**config.mk**
```make
export PLATFORM = sky130hd
export DESIGN_NAME = video_out_stage
export DESIGN_NICKNAME = d
export VERILOG_FILES = /design/src/rtl/video_pkg.sv /design/src/rtl/sync_delay_line.sv /design/src/rtl/video_out_stage.sv
export SDC_FILE = /design/constraint.sdc
export NUM_CORES = 1
export LEC_CHECK = 0
export BUFFER_PORTS_ARGS = -buffer_cell sky130_fd_sc_hd__buf_2
export CORE_MARGIN = 8
export CORE_UTILIZATION = 35
export DETAILED_ROUTE_END_ITERATION = 10
export SYNTH_ARGS = -nofsm -noshare
export SYNTH_HDL_FRONTEND = slang
export SYNTH_SLANG_ARGS = --single-unit
```
**constraint.sdc**
```tcl
create_clock -name pixel_clk -period 2.71 [get_ports pixel_clk]
set_input_delay 0.542 -clock pixel_clk [delete_from_list [all_inputs] [get_ports pixel_clk]]
set_output_delay 0.542 -clock pixel_clk [all_outputs]
set_load 0.01 [all_outputs]
```
**src/rtl/video_pkg.sv**
```systemverilog
// Shared types and defaults for the pixel-domain video output path.
package video_pkg;

  typedef enum logic [1:0] {
    VM_PASS,
    VM_BARS,
    VM_CHECK,
    VM_SOLID
  } vmode_t;

  localparam int COLOR_W_DEF  = 4;
  localparam int H_ACTIVE_DEF = 640;
  localparam int V_ACTIVE_DEF = 480;

  typedef struct packed {
    logic [COLOR_W_DEF-1:0] r;
    logic [COLOR_W_DEF-1:0] g;
    logic [COLOR_W_DEF-1:0] b;
  } rgb_t;

  function automatic logic [2:0] bar_index(
    input logic [9:0] x,
    input int         bar_w
  );
    int idx;
    idx = int'(x) / bar_w;
    return (idx > 7) ? 3'd7 : idx[2:0];
  endfunction

endpackage

```
**src/rtl/sync_delay_line.sv**
```systemverilog
// Fixed-depth shift register with async active-low clear.
// DEPTH of zero degenerates to a wire.
module sync_delay_line
  import video_pkg::*;
#(
  parameter int WIDTH = 8,
  parameter int DEPTH = 1
) (
  input  logic             clk,
  input  logic             rst_n,
  input  logic [WIDTH-1:0] d_i,
  output logic [WIDTH-1:0] q_o
);

  if (DEPTH == 0) begin : g_wire
    assign q_o = d_i;
  end else begin : g_sr
    logic [WIDTH-1:0] sr_q [DEPTH];

    always_ff @(posedge clk or negedge rst_n) begin
      if (!rst_n) begin
        for (int i = 0; i < DEPTH; i++) sr_q[i] <= '0;
      end else begin
        sr_q[0] <= d_i;
        for (int i = 1; i < DEPTH; i++) sr_q[i] <= sr_q[i-1];
      end
    end

    assign q_o = sr_q[DEPTH-1];
  end

endmodule

```
**src/rtl/video_out_stage.sv**
```systemverilog
// Pixel output stage: colour select, blanking, test patterns, frame tick.
// Define VIDEO_OUT_BORDER_EN to force a white border on the active area.
module video_out_stage
  import video_pkg::*;
#(
  parameter int H_ACTIVE    = H_ACTIVE_DEF,
  parameter int V_ACTIVE    = V_ACTIVE_DEF,
  parameter int PIPE_STAGES = 2,
  parameter int CHK_LOG2    = 4,
  parameter int COLOR_W     = COLOR_W_DEF
) (
  input  logic                 pixel_clk,
  input  logic                 reset_n,
  input  logic [9:0]           draw_x,
  input  logic [9:0]           draw_y,
  input  logic                 hs_in,
  input  logic                 vs_in,
  input  logic                 vde_in,
  input  logic [COLOR_W-1:0]   red_in,
  input  logic [COLOR_W-1:0]   green_in,
  input  logic [COLOR_W-1:0]   blue_in,
  input  logic [1:0]           mode_req,
  input  logic [3*COLOR_W-1:0] solid_rgb,
  output logic [COLOR_W-1:0]   red,
  output logic [COLOR_W-1:0]   green,
  output logic [COLOR_W-1:0]   blue,
  output logic                 hsync,
  output logic                 vsync,
  output logic                 vde,
  output logic                 frame_tick,
  output logic [15:0]          frame_count,
  output logic [1:0]           mode_active
);

  if (PIPE_STAGES < 1 || PIPE_STAGES > 4 ||
      H_ACTIVE < 8 || V_ACTIVE < 2) begin : g_bad_cfg
    $error("video_out_stage: illegal parameters");
  end

  // Syncs travel as active-high so a cleared pipeline reads as idle.
  typedef struct packed {
    logic               tick;
    logic               hs_act;
    logic               vs_act;
    logic               vde;
    logic [COLOR_W-1:0] r;
    logic [COLOR_W-1:0] g;
    logic [COLOR_W-1:0] b;
  } pix_t;

  localparam int BAR_W = H_ACTIVE / 8;
  localparam logic [COLOR_W-1:0] ONES = '1;

  pix_t        s0_d, s0_q, pipe_out;
  logic        seen_q;
  vmode_t      mode_q;
  logic [15:0] frame_count_q;
  logic [2:0]  bar;
  logic        chk;

  always_comb begin
    bar = bar_index(draw_x, BAR_W);
    chk = 1'((draw_x ^ draw_y) >> CHK_LOG2);

    s0_d        = '0;
    s0_d.tick   = seen_q & ~s0_q.vs_act & ~vs_in;
    s0_d.hs_act = ~hs_in;
    s0_d.vs_act = ~vs_in;
    s0_d.vde    = vde_in;

    if (vde_in) begin
      unique case (1'b1)
        mode_q == VM_PASS: begin
          s0_d.r = red_in;
          s0_d.g = green_in;
          s0_d.b = blue_in;
        end
        mode_q == VM_BARS: begin
          s0_d.r = bar[1] ? '0 : ONES;
          s0_d.g = bar[2] ? '0 : ONES;
          s0_d.b = bar[0] ? '0 : ONES;
        end
        mode_q == VM_CHECK: begin
          s0_d.r = chk ? ONES : '0;
          s0_d.g = chk ? ONES : '0;
          s0_d.b = chk ? ONES : '0;
        end
        mode_q == VM_SOLID: begin
          {s0_d.r, s0_d.g, s0_d.b} = solid_rgb;
        end
        default: ;
      endcase
`ifdef VIDEO_OUT_BORDER_EN
      if (draw_x == 10'(0) || draw_x == 10'(H_ACTIVE-1) ||
          draw_y == 10'(0) || draw_y == 10'(V_ACTIVE-1)) begin
        s0_d.r = ONES;
        s0_d.g = ONES;
        s0_d.b = ONES;
      end
`endif
    end
  end

  always_ff @(posedge pixel_clk or negedge reset_n) begin
    if (!reset_n) begin
      s0_q          <= '0;
      seen_q        <= 1'b0;
      mode_q        <= VM_PASS;
      frame_count_q <= '0;
    end else begin
      s0_q   <= s0_d;
      seen_q <= seen_q | vs_in;
      if (pipe_out.tick) begin
        frame_count_q <= frame_count_q + 16'd1;
        mode_q        <= vmode_t'(mode_req);
      end
    end
  end

  sync_delay_line #(
    .WIDTH ($bits(pix_t)),
    .DEPTH (PIPE_STAGES - 1)
  ) u_delay (
    .clk   (pixel_clk),
    .rst_n (reset_n),
    .d_i   (s0_q),
    .q_o   (pipe_out)
  );

  assign red         = pipe_out.r;
  assign green       = pipe_out.g;
  assign blue        = pipe_out.b;
  assign hsync       = ~pipe_out.hs_act;
  assign vsync       = ~pipe_out.vs_act;
  assign vde         = pipe_out.vde;
  assign frame_tick  = pipe_out.tick;
  assign frame_count = frame_count_q;
  assign mode_active = mode_q;

endmodule
```
## After elaboration in Yosys (flattened, before gate mapping)

Index checks and enable logic that the tools add are counted.

- Flip-flop bits (word level): 51
- Word-level logic and storage cells: 34
- Output and inout bits: 34
- Input port bits: 51

- Div/mod/pow operators: 1
- Bitwise logic cells: 9
- Equality and inequality tests: 3
- Reductions and logical operators: 1
- Magnitude comparators: 1
- Add/sub/neg operators: 1
- Multiplexer cells: 7

Operators by type and width:

| cell | count |
|---|---|
| $pmux 12 s4 | 1 |
| $div 11x8->32 const B | 1 |
| $gt 32x4->1 const B | 1 |
| $add 16x1->16 const B | 1 |
| $mux 4 | 4 |
| $mux 12 | 1 |
| $not 1->1 | 5 |
| $xor 5x5->5 | 1 |
| $eq 2x2->1 const B | 2 |
| $mux 3 | 1 |
| $and 1x1->1 | 2 |
| $eq 2x1->1 const B | 1 |
| $logic_not 2->1 | 1 |
| $or 1x1->1 | 1 |

## Depth between registers and ports, before layout

Gate-level depths: netlist of run 1.

- Depth after elaboration: 6
- Mapped depth: 9

## Modules after synthesis

Synthesis of run 1 repeated with hierarchy kept, for this count alone.

- Cells, all modules: 179
- Area, all modules: 2193.4 um^2

By module, submodules not included:

| module | area an instance (um^2) | cells an instance | times used |
|---|---|---|---|
| video_out_stage | 1793.0 | 163 | 1 |
| sync_delay_line | 400.4 | 16 | 1 |

## Worst setup path before layout of run 1

OpenSTA, ideal clock, no wires.

- Path type: input port to flip-flop
- Start: input draw_x[7]
- End: register s0_q[0] (netlist name)
- Stages on the path: 9
- Arrival time: 2.300 ns
- Slack: 0.277 ns
- Library setup time: 0.133 ns
- Required time: 2.577 ns
- Cells stage by stage: nor2_1 inv_1 ha_1 nand2b_1 o21ai_2 nand2_1 o221a_2 a2111oi_4 o21ai_1

RTL lines:

| item | line | RTL |
|---|---|---|
| start, declared | video_out_stage.sv:14 | `input logic [9:0] draw_x,` |
| end signal, assigned | video_out_stage.sv:106 | `s0_q <= '0;` |
| end signal, assigned | video_out_stage.sv:111 | `s0_q <= s0_d;` |
| end, declared | video_out_stage.sv:54 | `pix_t s0_d, s0_q, pipe_out;` |

==> flow_summary.ini, run 1 <==
[run_status]
run_status = completed

[routing]
drc = 0
dr_total_vias = 1691
detailedRoute.firstIterationViolations = 40
post_drt_wl_per_cell_um = 14.8
routed_wl_mm = 5.12
postRouteAntennaNets = 0
via_per_inst = 4.87
detailedRoute.firstPassIterationCount = 4

[clock_network]
post_cts_buffers = 0
postCtsResizedCells = 0
ctsRootBufferMaster = sky130_fd_sc_hd__clkbuf_8
post_cts_hold_buffer_count = 0
tritoncts.num_buffers = 5
worst_skew_pair.late_latency_ns = 0.30
cts_max_level = 2
tritoncts_clock_tree = done
worst_setup_hold_path_clk_slew_ns = 0.09
cts-root-to-sink-buffers = 2
cts.sink_count = 51

[power_and_ir_drop]
pwr-share-seq = 0.510
total_leakage_power_nw = 1.42
net_switching_fraction_of_the_power = 0.283
clockPowerShare = 0.282
vdd.ir_drop.worst_mv = 0.241
power-per-cell-area_nw_per_um2 = 649
switching_power_uw = 515
comb_power_share = 0.208
intPower_mw = 1.31

[yosys]
yosys-top-cells-count = sky130_fd_sc_hd__dfrtp_1, sky130_fd_sc_hd__buf_4, sky130_fd_sc_hd__nand2_1
synth_area_leader_cell = sky130_fd_sc_hd__dfrtp_1
syn_area_um2 = 2340
yosysMostFrequentCell = sky130_fd_sc_hd__dfrtp_1
synth_enable_flop_cells = 0
yosys-top-cells-area = sky130_fd_sc_hd__dfrtp_1, sky130_fd_sc_hd__buf_4, sky130_fd_sc_hd__xnor2_1, sky130_fd_sc_hd__a22o_1, sky130_fd_sc_hd__xor2_1
synth.ff_latch_count = 51
post_synth_inst_count = 204
mappedNetlistNets = 257
synth_largest_type_area_fraction = 0.545
ys.warnings.count = 0
synth_flop_cell = sky130_fd_sc_hd__dfrtp_1
netlist-cell-type-count = 46
synthArstFlopShare = 1.00
synthesis.area_per_instance_um2 = 11.5
synth.yosys.seq_area_share = 0.545

[timing]
rsz0062_at_grt = no
max_clock_freq_mhz = 448
final.min_clock_period_ns = 2.23
final_hold_violation_count = 0
setup-tns-final_ns = 0
hold-worst-slack_ns = 0.328
transition_time_at_the_pin_with_the_least_slew_margin_ns = 0.861
setup_violations = 0
timing.final.max_slew_violations = 0
final.period_utilization = 0.825
max_slew_headroom = 0.424
fin_skew_ns = 0.00948

[final_layout]
layout.cells.non_filler = 347
fraction_of_layout_cells_with_a_size_suffix_above_1 = 0.352
finish.net_count = 319
layout.filler_cells = 666
synthToLayoutAreaGrowth_pct = 19.9
antenna_cells = 0

[setup_path]
path_delay_family = compound AO/OA/AOI/OAI gates
path_cells = buf_2 > nor2_1 > inv_1 > ha_1 > nand2b_1 > o21a_1 > o31ai_2 > a221oi_1 > o22ai_1 > o21ai_1
reg2reg_depth = 4
critPathKind = input port to flop
critPathMaxStageDelay_ns = 0.35
timing.critical_path.required_ns = 2.87
crit_slowest_cell = sky130_fd_sc_hd__o22ai_1
critical_path_buf_inv_count = 2
critPathMaxFanout = 4
crit_path_start_kind = input port
timing.critical_path.depth = 10
cp.arrival_ns = 2.40
worstSetupEndpointType = flop

[global_route]
antenna_found_initial = 0
global_route_usage_sum = 0.108
grt_pass1_wl_mm = 8.50
grt_overflow_total = 0
first_global_vias = 1775
largest_net_degree_at_the_start_of_global_routing = 52

[min_path]
worst_hold_path_type = input port to asynchronous set/reset pin

[die]
floorplan.die.height_um = 97.8
floorplan.core_area_um2 = 6640
io_pins = 85
die_width_um = 97.8
die_area_um2 = 9570
num_rows = 30
initial_utilization = 0.353

[placed_design]
post_detail_place_hpwl_mm = 3.94
numPortBuffers = 71
place_congestion = 0.738
dpl.cell_count = 339

[run]
timing.max_cap.violations = 0
[final cells by class]
class	count	area, um2	share of cell area
Clock inverter	3	43.8	0.0156
Multi-Input combinational cell	123	892	0.318
Timing Repair Buffer	76	393	0.140
Clock buffer	5	68.8	0.0245
Tap cell	80	100	0.0357
Sequential cell	51	1280	0.455
Inverter	9	33.8	0.0120
[power by group through the flow]
stage | Sequential, mW | Clock, mW | Combinational (mW)
3_3_place_gp | 0.943 | 0 | 0.379
4_1_cts | 0.931 | 0.534 | 0.388
5_1_grt | 0.947 | 0.565 | 0.422
6_report | 0.929 | 0.514 | 0.379
3_5_place_dp | 0.946 | 0 | 0.386
2_1_floorplan | 0.954 | 0 | 0.238
[layout by cell type, fill, tap and decap left out, types with 3 or more instances in the layout]
cell type / n
sky130_fd_sc_hd__buf_4: 5
sky130_fd_sc_hd__nand3_1: 6
sky130_fd_sc_hd__nor2b_1: 4
sky130_fd_sc_hd__and2b_1: 3
sky130_fd_sc_hd__a22o_1: 8
sky130_fd_sc_hd__o21ai_1: 4
sky130_fd_sc_hd__inv_1: 9
sky130_fd_sc_hd__dfrtp_1: 51
sky130_fd_sc_hd__xor2_1: 6
sky130_fd_sc_hd__buf_2: 71
sky130_fd_sc_hd__clkbuf_8: 5
sky130_fd_sc_hd__nand2b_1: 3
sky130_fd_sc_hd__a221oi_1: 5
sky130_fd_sc_hd__nand4_1: 6
sky130_fd_sc_hd__nor2_1: 9
sky130_fd_sc_hd__o21a_1: 5
sky130_fd_sc_hd__xnor2_1: 10
sky130_fd_sc_hd__nand2_1: 11
sky130_fd_sc_hd__o21ai_0: 6
[final timing paths]
check                          startpoint         endpoint  slack, ns
setup / recovery                draw_x[7]          s0_q[1]       0.48
hold / removal                    reset_n   frame_count[9]       0.33
setup reg to reg           mode_active[0]          s0_q[3]       1.05
hold reg to reg                   s0_q[1]   u_delay.q_o[1]       0.35
max in group asynchronous         reset_n  u_delay.q_o[11]       1.96
min in group pixel_clk            s0_q[1]   u_delay.q_o[1]       0.35
[sequential cells by signal, indices dropped and copies added, names as in the netlist]
register     flops
mode_active      2
u_delay.q_o     16
seen_q           1
s0_q            16
frame_count     16
[logic make-up (layout without fill, tap and decap cells)]
| logic type | Yosys count | count (layout) | share of synthesized area |
|---|---|---|---|
| compound gates | 47 | 47 | 0.164 |
| simple gates | 55 | 55 | 0.132 |
| buf+inv | 30 | 93 | 0.0742 |
| flops | 51 | 51 | 0.545 |
| fa+ha+maj | 2 | 2 | 0.0107 |
| xor+xnor | 16 | 16 | 0.0598 |
| mux | 3 | 3 | 0.0139 |
[through the flow]
stage / instance area (um2) / power, mW / utilization / setup WS, ns
final: 2810 / 1.82 / 0.423 / 0.475
after global routing: 2810 / 1.93 / 0.423 / 0.302
after CTS: 2810 / 1.85 / 0.423 / 0.467
after detailed placement: 2700 / 1.33 / 0.406 / 0.152
after global placement: 2700 / 1.32 / 0.406 / 0.203
after floorplan: 2340 / 1.19 / - / 0.277
[layer usage]
layer / share of wire / wire (um) / vias up / GRT usage
met4: 0.018 / 93 / 0 / 0.0420
met3: 0.059 / 304 / 6 / 0.0334
met1: 0.43 / 2210 / 810 / 0.130
li1: - / - / 832 / -
met5: 0 / 0 / - / 0
met2: 0.49 / 2520 / 43 / 0.178
[worst reg2reg max path, cell delays in order (launching register included)]
cell                      delay, ns
sky130_fd_sc_hd__dfrtp_1       0.47
sky130_fd_sc_hd__nor2_1        0.69
sky130_fd_sc_hd__a22o_1        0.26
sky130_fd_sc_hd__o21ai_0       0.08
sky130_fd_sc_hd__o21ai_1       0.10
Note: power is estimated with default switching activity, not from simulation.
==> inputs of run 2 (changes only) <==
Clock period 2.71 ns to 1.8 ns, I/O delays scaled along.
==> run 2 against run 1 <==
Against the previous run: clock-buffer cell count rose by 1; die area did not move; total power rose by 49%; combinational power rose by 67%; register-to-register slack got worse by 0.84 ns; sequential power rose by 51%; cell count rose by 3.2%; via count rose by 2.8%; sequential cell count did not move; first-iteration DRC count fell by 5.0%; worst hold slack got worse by 0.30 ns; critical path type unchanged; critical endpoint is now s0_q[6]; largest cell class unchanged; largest power group unchanged.
==> flow_summary.ini, run 2 (same netlist as run 1, synthesis figures left out) <==
[setup_path]
path_cells = buf_6 > nor2_4 > inv_2 > ha_4 > nand2b_4 > o21a_1 > nor2_1 > a41o_1 > a221oi_1 > nor2b_1
cp.arrival_ns = 1.93
r2r-start = mode_active[1]
timing.critical_path.required_ns = 1.97
critPathMaxFanout = 4
crit_path_start_kind = input port
critPathKind = input port to flop
critPathMaxStageDelay_ns = 0.31
worstSetupEndpointType = flop
path_delay_family = compound AO/OA/AOI/OAI gates
crit_slowest_cell = sky130_fd_sc_hd__a41o_1
critical_path.startpoint = draw_x[8]
critical_path_buf_inv_count = 2

[final_layout]
fraction_of_layout_cells_with_a_size_suffix_above_1 = 0.424
finalCoreUtilization = 0.453
synthToLayoutAreaGrowth_pct = 28.4
final_common_cell = sky130_fd_sc_hd__buf_2
layout.cells.non_filler = 358
layout.cells.most_common_list = sky130_fd_sc_hd__buf_2, sky130_fd_sc_hd__dfrtp_1, sky130_fd_sc_hd__buf_4
antenna_cells = 0
final_cell_area_um2 = 3010
finish.net_count = 330

[power_and_ir_drop]
clockPowerShare = 0.252
vdd.ir_drop.worst_mv = 0.311
intPower_mw = 1.91
pwr-share-seq = 0.515
power-per-cell-area_nw_per_um2 = 902
net_switching_fraction_of_the_power = 0.295
switching_power_uw = 800
comb_power_share = 0.233
total_leakage_power_nw = 1.50
totalPowerFinal_mw = 2.71

[placed_design]
placed_area_um2 = 2830
preCtsSetupSlack_ns = -0.276
place_congestion = 0.780
dpl.cell_count = 350
post_detail_place_hpwl_mm = 4.03
numPortBuffers = 71

[timing]
layout_setup_ws_ns = 0.0417
final.min_clock_period_ns = 1.76
hold-worst-slack_ns = 0.0319
final.period_utilization = 0.977
final_hold_violation_count = 0
fin_skew_ns = 0.00911
timing.final.max_slew_violations = 0
setup-tns-final_ns = 0
max_slew_headroom = 0.497
transition_time_at_the_pin_with_the_least_slew_margin_ns = 0.752
setup_violations = 0
max_clock_freq_mhz = 569

[die]
die_width_um = 97.8
num_rows = 30
initial_utilization = 0.353
io_pins = 85
floorplan.core_area_um2 = 6640
die_area_um2 = 9570
floorplan.die.height_um = 97.8

[routing]
via_per_inst = 4.85
postRouteAntennaNets = 0
detailedRoute.firstPassIterationCount = 4
detailedRoute.firstIterationViolations = 38
dr_total_vias = 1738
post_drt_wl_per_cell_um = 14.3
routed_wl_mm = 5.11
drc = 0

[clock_network]
cts_max_level = 2
worst_skew_pair.late_latency_ns = 0.30
cts.sink_count = 51
tritoncts.num_buffers = 5
cts-root-to-sink-buffers = 2
worst_setup_hold_path_clk_slew_ns = 0.09
ctsRootBufferMaster = sky130_fd_sc_hd__clkbuf_8
tritoncts_clock_tree = done

[global_route]
first_global_vias = 1798
largest_net_degree_at_the_start_of_global_routing = 30
antenna_found_initial = 0
grt_pass1_wl_mm = 8.60
grt_overflow_total = 0
global_route_usage_sum = 0.108

[min_path]
worst_hold_path_type = input port to asynchronous set/reset pin

[run_status]
run_status = completed

[run]
timing.max_cap.violations = 0
## run 2: final cells by class
type                    instances  area, um2
clock inverters                 2       16.3
well taps                      80        100
repair buffers                 87        504
inverters                       9       33.8
flip-flops and latches         51       1280
clock buffers                   6       82.6
multi-input cells             123        993
fillers                       637       3640
## run 2: repair_timing
item / CTS / global route
resized for setup: 0 / 16
hold buffers: 0 / 0
endpoints found under the setup margin: 0 / 8
buffers inserted: 0 / 1
## run 2: per-layer routing
| layer | GRT usage | wire length, um |
|---|---|---|
| met5 | 0 | 0 |
| met4 | 0.0324 | 53 |
| met3 | 0.0263 | 211 |
| met2 | 0.192 | 2670 |
| met1 | 0.126 | 2180 |
## run 2: worst reg2reg max path, cell delays in order (launching register included)
cell and delay, ns:
sky130_fd_sc_hd__dfrtp_1 0.38, sky130_fd_sc_hd__inv_1 0.10, sky130_fd_sc_hd__nor3_1 0.51, sky130_fd_sc_hd__a41o_1 0.27, sky130_fd_sc_hd__a221oi_1 0.08, sky130_fd_sc_hd__nor2b_1 0.17
## run 2: power by group through the flow
stage	sequential, mW	clock [mW]	combinational [mW]
after floorplan	1.44	0	0.369
after global placement	1.42	0	0.606
after detailed placement	1.43	0	0.614
after CTS	1.40	0.712	0.616
after global routing	1.42	0.763	0.700
final	1.40	0.684	0.633
## run 2: path summary, 6_finish.rpt
path / cells past startpoint / slack [ns] / end
hold reg to reg: 0 / 0.35 / u_delay.q_o[6]
max in group asynchronous: 2 / 1.24 / u_delay.q_o[8]
setup reg to reg: 5 / 0.21 / s0_q[6]
hold / removal: 1 / 0.03 / frame_count[9]
min in group pixel_clk: 2 / 0.20 / s0_q[14]
setup / recovery: 10 / 0.04 / s0_q[6]
==> inputs of run 3 (changes only) <==
Settings changed: CORE_UTILIZATION 35 to 44, MAX_ROUTING_LAYER from default to met4, PLACE_DENSITY from default to 0.75.
==> run 3 against run 2 <==
Against the previous run: the flow now finishes with violations (setup timing); global-route usage increased by 2.7 points; sequential power about the same; die area shrank 17%; cell area barely moved; wire length rose by 1.2%; via count shrank 1.1%; register-to-register slack is essentially flat; non-clock buffer count up 2; critical path depth shrank 1; clock power shrank 2%; critical endpoint is now s0_q[1]; highest routed layer unchanged.
==> flow_summary.ini, run 3 (same netlist as run 1, synthesis figures left out) <==
[setup_path]
critical_path.startpoint = draw_x[8]
capturing_point_of_the_worst_reg2reg_path = s0_q[1]
critPathMaxStageDelay_ns = 0.37
r2r-start = mode_active[0]
crit_path_start_kind = input port
critPathKind = input port to flop
most_numerous_cell_on_the_critical_path = sky130_fd_sc_hd__buf_4
regToRegSetupSlack_ns = 0.20
critPathMaxFanout = 11
crit_slowest_cell = sky130_fd_sc_hd__nor4_4
path_cells = buf_6 > buf_4 > and2b_1 > nor4_4 > o31ai_4 > a221oi_2 > o22ai_1 > buf_4 > o21ai_1
cp.arrival_ns = 2.05
reg2reg_depth = 4
worstSetupEndpointType = flop
timing.critical_path.required_ns = 2.02

[power_and_ir_drop]
net_switching_fraction_of_the_power = 0.293
clockPowerShare = 0.248
vdd.ir_drop.worst_mv = 0.324
total_leakage_power_nw = 1.50
power-per-cell-area_nw_per_um2 = 900
pwr-share-seq = 0.516
totalPowerFinal_mw = 2.70
switching_power_uw = 792
comb_power_share = 0.236
intPower_mw = 1.91

[global_route]
largest_net_degree_at_the_start_of_global_routing = 52
antenna_found_initial = 1
global_route_usage_sum = 0.135
grt_pass1_wl_mm = 7.98
grt_overflow_total = 0
first_global_vias = 1663

[clock_network]
cts-root-to-sink-buffers = 2
ctsRootBufferMaster = sky130_fd_sc_hd__clkbuf_8
cts.sink_count = 51
tritoncts.num_buffers = 5
cts_max_level = 2
worst_skew_pair.late_latency_ns = 0.30
worst_setup_hold_path_clk_slew_ns = 0.09
tritoncts_clock_tree = done

[timing]
setup-tns-final_ns = -0.0588
timing.final.max_slew_violations = 0
final.min_clock_period_ns = 1.83
max_slew_headroom = 0.450
final.period_utilization = 1.01
setup_violations = 4
transition_time_at_the_pin_with_the_least_slew_margin_ns = 0.822
fin_skew_ns = 0.0147
layout_setup_ws_ns = -0.0266
final_hold_violation_count = 0
max_clock_freq_mhz = 547
rsz0062_at_grt = yes
hold-worst-slack_ns = 0.0296

[routing]
detailedRoute.firstIterationViolations = 63
detailedRoute.firstPassIterationCount = 4
via_per_inst = 4.90
dr_total_vias = 1719
post_drt_wl_per_cell_um = 14.7
routed_wl_mm = 5.17
postRouteAntennaNets = 0
drc = 0

[placed_design]
numPortBuffers = 71
placed_area_um2 = 2830
post_detail_place_hpwl_mm = 3.93
preCtsSetupSlack_ns = -0.282
dpl.cell_count = 341
place_congestion = 0.781

[run_status]
failed_checks = setup timing
run_status = finished with violations

[run]
timing.max_cap.violations = 0

[final_layout]
final_cell_area_um2 = 3010
layout.cells.most_common_list = sky130_fd_sc_hd__buf_2, sky130_fd_sc_hd__dfrtp_1, sky130_fd_sc_hd__buf_4
layout.cells.non_filler = 351
finalCoreUtilization = 0.585
finish.net_count = 332
synthToLayoutAreaGrowth_pct = 28.3
final_common_cell = sky130_fd_sc_hd__buf_2
fraction_of_layout_cells_with_a_size_suffix_above_1 = 0.414

[min_path]
worst_hold_path_type = input port to asynchronous set/reset pin

[die]
floorplan.core_area_um2 = 5140
initial_utilization = 0.456
num_rows = 26
die_width_um = 89.0
io_pins = 85
floorplan.die.height_um = 89.0
die_area_um2 = 7910
run 3: power by group through the flow:
stage                     clock (mW)  sequential [mW]  combinational, mW
after detailed placement           0             1.42              0.620
after floorplan                    0             1.44              0.369
final                          0.670             1.40              0.639
after global placement             0             1.41              0.602
after CTS                      0.689             1.40              0.623
after global routing           0.732             1.42              0.710
run 3: worst max path at each step:
stage,to,slack [ns]
floorplan,s0_q[0],-0.09
global placement,s0_q[1],-0.26
detailed placement,s0_q[1],-0.28
CTS,s0_q[1],0.007
global route,s0_q[3],-0.12
finish,s0_q[1],-0.03
run 3: critical path: cells and delay by family:
family	cells	cell delay [ns]
AOI/OAI and AO/OA	4	0.70
and+or+nand+nor	2	0.59
buffers and inverters	3	0.41
run 3: repair_timing:
action | in CTS | in global routing
hold buffers | 0 | 0
gates resized for setup | 0 | 12
buffers inserted | 0 | 1
setup endpoints to repair | 0 | 9
run 3: final cells by class:
cell class	instances	area (um2)
antenna	1	2.50
clock buffer	6	82.6
clock inverter	2	16.3
fill	470	2130
inverter	9	33.8
multi-input combinational	123	991
sequential	51	1280
tap	70	87.6
timing repair buffer	89	515
run 3: layer usage:
| layer | share of wire | GRT usage | vias to the layer above |
|---|---|---|---|
| met5 | 0 | - | - |
| met4 | 0.012 | 0.0498 | 0 |
| met3 | 0.074 | 0.0441 | 5 |
| met2 | 0.51 | 0.218 | 39 |
| met1 | 0.41 | 0.154 | 818 |
| li1 | - | - | 857 |
